File: src/rtl/vdot_sched.sv
// Two-requester round-robin scheduler driving a shared serial FP16 MAC over
// all VLEN elements of two VRF vectors; holds the dot product and sticky overflow.
module vdot_sched #(
    parameter  int VLEN = 16,
    parameter  int DW   = 16,
    parameter  int RW   = 3,
    localparam int IW   = $clog2(VLEN)
) (
    input  logic          Clk,
    input  logic          Reset,
    input  logic [1:0]    req,
    input  logic [RW-1:0] ra0,
    input  logic [RW-1:0] rb0,
    input  logic [RW-1:0] ra1,
    input  logic [RW-1:0] rb1,
    output logic [1:0]    grant,
    output logic [1:0]    done,
    output logic          busy,
    output logic [RW-1:0] vrf_addr_a,
    output logic [RW-1:0] vrf_addr_b,
    output logic [IW-1:0] vrf_elem,
    input  logic [DW-1:0] vrf_data_a,
    input  logic [DW-1:0] vrf_data_b,
    output logic [DW-1:0] mac_a,
    output logic [DW-1:0] mac_b,
    output logic [DW-1:0] mac_acc,
    input  logic [DW-1:0] mac_sum,
    input  logic          mac_ovf,
    output logic [DW-1:0] result,
    output logic          V
);

    typedef enum logic [1:0] {
        S_IDLE = 2'd0,
        S_RUN  = 2'd1,
        S_DONE = 2'd2
    } state_t;

    state_t        r_state;
    state_t        w_next_state;
    logic          r_owner;
    logic          r_last;
    logic [RW-1:0] r_ra;
    logic [RW-1:0] r_rb;
    logic [DW-1:0] r_acc;
    logic [IW-1:0] r_idx;
    logic [DW-1:0] r_result;
    logic          r_v;

    logic          w_winner;
    logic          w_abort;
    logic          w_last_elem;
    logic [1:0]    w_owner_oh;

    // On a tie the requester that was not served last wins.
    assign w_winner    = (req == 2'b11) ? ~r_last : req[1];
    assign w_abort     = (r_state == S_RUN) && !req[r_owner];
    assign w_last_elem = (r_idx == IW'(VLEN - 1));
    assign w_owner_oh  = r_owner ? 2'b10 : 2'b01;

    // NOTE: state registers use non-blocking assignments so every flop samples
    // pre-edge values and simulation ordering cannot change the result.
    always_ff @(posedge Clk) begin
        if (Reset) begin
            r_state <= S_IDLE;
        end else begin
            r_state <= w_next_state;
        end
    end

    // NOTE: every always_comb output gets a default before the case so no
    // path leaves it unassigned and no latch is inferred.
    always_comb begin
        w_next_state = r_state;
        case (r_state)
            S_IDLE:  if (req != 2'b00) w_next_state = S_RUN;
            S_RUN: begin
                if (w_abort)          w_next_state = S_IDLE;
                else if (w_last_elem) w_next_state = S_DONE;
            end
            S_DONE:  w_next_state = S_IDLE;
            default: w_next_state = S_IDLE;
        endcase
    end

    always_comb begin
        grant      = 2'b00;
        done       = 2'b00;
        busy       = 1'b0;
        vrf_addr_a = '0;
        vrf_addr_b = '0;
        case (r_state)
            S_RUN: begin
                grant      = w_owner_oh;
                busy       = 1'b1;
                vrf_addr_a = r_ra;
                vrf_addr_b = r_rb;
            end
            S_DONE: begin
                grant      = w_owner_oh;
                done       = w_owner_oh;
                busy       = 1'b1;
                vrf_addr_a = r_ra;
                vrf_addr_b = r_rb;
            end
            default: ;
        endcase
    end

    always_ff @(posedge Clk) begin
        if (Reset) begin
            r_owner  <= 1'b0;
            r_last   <= 1'b1;
            r_ra     <= '0;
            r_rb     <= '0;
            r_acc    <= '0;
            r_idx    <= '0;
            r_result <= '0;
            r_v      <= 1'b0;
        end else begin
            case (r_state)
                S_IDLE: begin
                    if (req != 2'b00) begin
                        r_owner <= w_winner;
                        r_ra    <= w_winner ? ra1 : ra0;
                        r_rb    <= w_winner ? rb1 : rb0;
                        r_acc   <= '0;
                        r_idx   <= '0;
                        r_v     <= 1'b0;
                    end
                end
                S_RUN: begin
                    if (w_abort) begin
                        r_v    <= 1'b0;
                        r_last <= r_owner;
                    end else begin
                        r_acc <= mac_sum;
                        r_v   <= r_v | mac_ovf;
                        r_idx <= r_idx + IW'(1);
                        if (w_last_elem) r_result <= mac_sum;
                    end
                end
                S_DONE:  r_last <= r_owner;
                default: ;
            endcase
        end
    end

    assign vrf_elem = r_idx;
    assign mac_a    = vrf_data_a;
    assign mac_b    = vrf_data_b;
    assign mac_acc  = r_acc;
    assign result   = r_result;
    assign V        = r_v;

endmodule

File: config.mk
export PLATFORM = sky130hd
export DESIGN_NAME = vdot_sched
export DESIGN_NICKNAME = d
export VERILOG_FILES = /design/src/rtl/vdot_sched.sv
export SDC_FILE = /design/constraint.sdc
export NUM_CORES = 1
export LEC_CHECK = 0
export CORE_MARGIN = 2
export CORE_UTILIZATION = 41
export CTS_CLUSTER_SIZE = 8
export DETAILED_ROUTE_END_ITERATION = 16
export PLACE_DENSITY = 0.93
export SYNTH_ARGS = -nofsm -noshare
export SYNTH_HDL_FRONTEND = slang
export SYNTH_SLANG_ARGS = --single-unit
File: constraint.sdc
create_clock -name Clk -period 4.5 [get_ports Clk]
set_input_delay 0.45 -clock Clk [delete_from_list [all_inputs] [get_ports Clk]]
set_output_delay 0.45 -clock Clk [all_outputs]
set_load 0.05 [all_outputs]
==> results.toml <==
[critical_path]
r2r-start = "r_state[0]"
worstSetupEndpointType = "primary output"
worstPathCellList = "inv_1 -> ha_1 -> and2_1 -> clkdlybuf4s50_1"
worstSetupPathType = "register to primary output"
cp-start-kind = "register"
critPathTopFamily = "buffers and inverters"
r2r_slack_ns = 2.19
crit_start = "r_state[0]"
r2r_end = "vrf_elem[3]"
slowest_delay_ns = 0.81
worstPathArrival_ns = 2.11
ff2ff_path_depth = 5
cp.buffers_inverters = 2
crit_fanout = 9
crit_slowest_cell = "clkdlybuf4s50_1"
cp.required_ns = 4.05

[sta]
finalSetupViolCount = 0
skew_ns = 0.00836
rsz0062_at_grt = "false"
slew_viol_final = 0
hold_viol_final = 0
min_period_ns = 2.56
max_freq_mhz = 390
fin_setup_tns_ns = 0
tightest_slew_ns = 1.23
slew_headroom = 0.177
fin_crit_sh = 0.569

[clock_tree]
cts.sinks = 47
cts_tree = "built"
cts_setup_buffers = 0
cts_root_buf = "clkbuf_8"
cts_hold_buf = 0
h-tree-depth = 2
clock_path_buffers = 2
insertion_delay_ns = 0.31
cts-buffers-inserted = 5
clk_pin_slew_ns = 0.09
ctsResizeCount = 0

[placed_design]
portBuffers = 80
hpwl_um = 4250
gp_congestion = 0.737

[yosys]
synth_cell_type_count = 38
synth-seq-cells = 47
syn_inst = 279
synth-async-reset-ratio = 0
yosys.area.top_type_share = 0.383
ys_top_cells_by_count = "dfxtp_1, buf_4, a21oi_1, mux2i_1"
syn_avg_cell_area_sq_um = 8.80
synthMostInstantiatedCell = "dfxtp_1"
ys_seq_area_frac = 0.383
syn_nets = 348
synth_edf_count = 0
yosys.area.top_type = "dfxtp_1"
synth_area_sq_um = 2450
synth_area_leaders = "dfxtp_1, mux2i_1, buf_4, o31ai_1, a21oi_1"
yosys_most_used_dff = "dfxtp_1"
yosysWarnings = 0

[die]
top_level_ports = 145
core_area_sq_um = 5850
die_w_um = 81.4
start_util = 0.420
die_area_sq_um = 6620
rows = 28
die-height_um = 81.4

[layout]
final_util = 0.528
area_growth_syn_to_layout_pct = 25.7
antennaDiodeCount = 0
final_nets = 380
fillers = 532
layout-drive-gt1-share = 0.0545

[worst_hold_path]
min_from = "mac_acc[5]"
hold-path-cell-count = 2
hold_class = "register to register"
min_to = "mac_acc[5]"

[detailed_routing]
drt_iter0_markers = 115
drt-total-wl_um = 6020
avgRoutedWirePerCell_um = 15.6
drc_errors = 0
vias_per_cell = 5.44
ant_nets = 0
drtPass1Iterations = 5
route.vias.total = 2107

[power_and_ir_drop]
clkPwrFrac = 0.272
pwr-share-seq = 0.474
power.leakage_nw = 1.08
internal_power_w = 0.000635
share_comb_of_total_power = 0.255
ir_worst_vdd_uv = 180
power_density_nw_per_um2 = 306
p_sw_frac = 0.327
p_sw_w = 0.000309

[run]
maxCapViolations = 0

[global_route]
grt-ovfl-total = 0
grt_start_max_net_pins = 47
grt_pass1_vias = 1979
antenna_found_initial = 0
grt_pass1_wl_um = 9310
gr-usage-all-layers = 0.181

[outcome]
status = "complete, no violations"
worst max-delay path by stage:
stage                    end  slack (ns)  cells after the start
2_1_floorplan       grant[0]        2.25                      3
3_3_place_gp     vrf_elem[3]        1.79                      4
3_5_place_dp     vrf_elem[3]        1.69                      4
4_1_cts        vrf_addr_b[0]        1.91                      4
5_1_grt             grant[0]        1.83                      4
6_report       vrf_addr_b[0]        1.94                      4
tightest hold or removal path, cell delays in order, from the launching register on:
cell	delay, ns
dfxtp_1	0.32
nand2_1	0.05
mux2i_1	0.05
state kept, by name (all words and copies together), names as in the netlist:
name / flops
r_owner: 1
r_last: 1
V: 1
r_rb: 3
r_state: 2
vrf_elem: 4
result: 16
mac_acc: 16
r_ra: 3
cell type report:
| type | instances | area, sq um | area share |
|---|---|---|---|
| Clock buffer | 5 | 68.8 | 0.0223 |
| Clock inverter | 3 | 20.0 | 0.00649 |
| Inverter | 6 | 22.5 | 0.00730 |
| Multi-Input combinational cell | 170 | 1130 | 0.367 |
| Sequential cell | 47 | 941 | 0.305 |
| Tap cell | 75 | 93.8 | 0.0304 |
| Timing Repair Buffer | 81 | 808 | 0.262 |
cells in the final DEF (no fill, tap or decap):
master            n
inv_1             4
nor2b_1           2
o21a_1            1
nand3_1          20
o22ai_1           1
clkinv_2          1
or3_1             1
or2_2             1
a211oi_4          1
nor3_1            1
ha_1              4
o221a_2           1
clkinvlp_4        2
o211a_1           1
buf_4             1
and3_1            1
clkbuf_8          5
inv_2             1
o221ai_1          1
mux2i_1          24
nor2_1            7
dfxtp_1          47
nand2_1          20
mux2_2            2
a211o_1           1
a21oi_1          24
clkinv_1          1
a22oi_1           2
o31ai_1          17
a21boi_2          1
a31oi_1           1
nand4_1          18
a221oi_1          1
clkdlybuf4s50_1  80
o21ai_0           7
mux2i_4           1
and2_1            8
kinds of logic after synthesis:
family,share of synthesized area
mux,0.116
fa+ha+maj,0.0204
buf+inv,0.159
simple gates,0.163
flops,0.383
compound gates,0.159
power by group through the flow:
stage               registers, W  logic (W)  clock network (W)
global route            0.000449   0.000257           0.000278
global placement        0.000455   0.000234                  0
detailed placement      0.000456   0.000240                  0
CTS                     0.000447   0.000241           0.000264
floorplan               0.000485   0.000214                  0
finish                  0.000447   0.000240           0.000256
per-layer routing:
| metal | wire length (um) | vias to the layer above | part of all wire | global-route usage |
|---|---|---|---|---|
| met4 | 120 | 0 | 0.020 | 0.0695 |
| met2 | 2910 | 92 | 0.48 | 0.307 |
| met5 | 0 | - | 0 | 0 |
| met3 | 505 | 20 | 0.084 | 0.0511 |
| li1 | - | 1023 | - | - |
| met1 | 2490 | 972 | 0.41 | 0.216 |
metrics by stage:
step / area (sq um) / hold slack, ns / worst slack, ns / std cells / power [W]
2_1_floorplan: 2450 / 0.490 / 2.25 / 279 / 0.000699
3_3_place_gp: 3000 / 0.443 / 1.79 / 379 / 0.000690
3_5_place_dp: 3000 / 0.445 / 1.69 / 379 / 0.000696
4_1_cts: 3090 / 0.464 / 1.91 / 387 / 0.000952
5_1_grt: 3090 / 0.484 / 1.83 / 387 / 0.000984
6_report: 3090 / 0.463 / 1.94 / 387 / 0.000943
No activity file was read; power rests on OpenSTA's default activity.
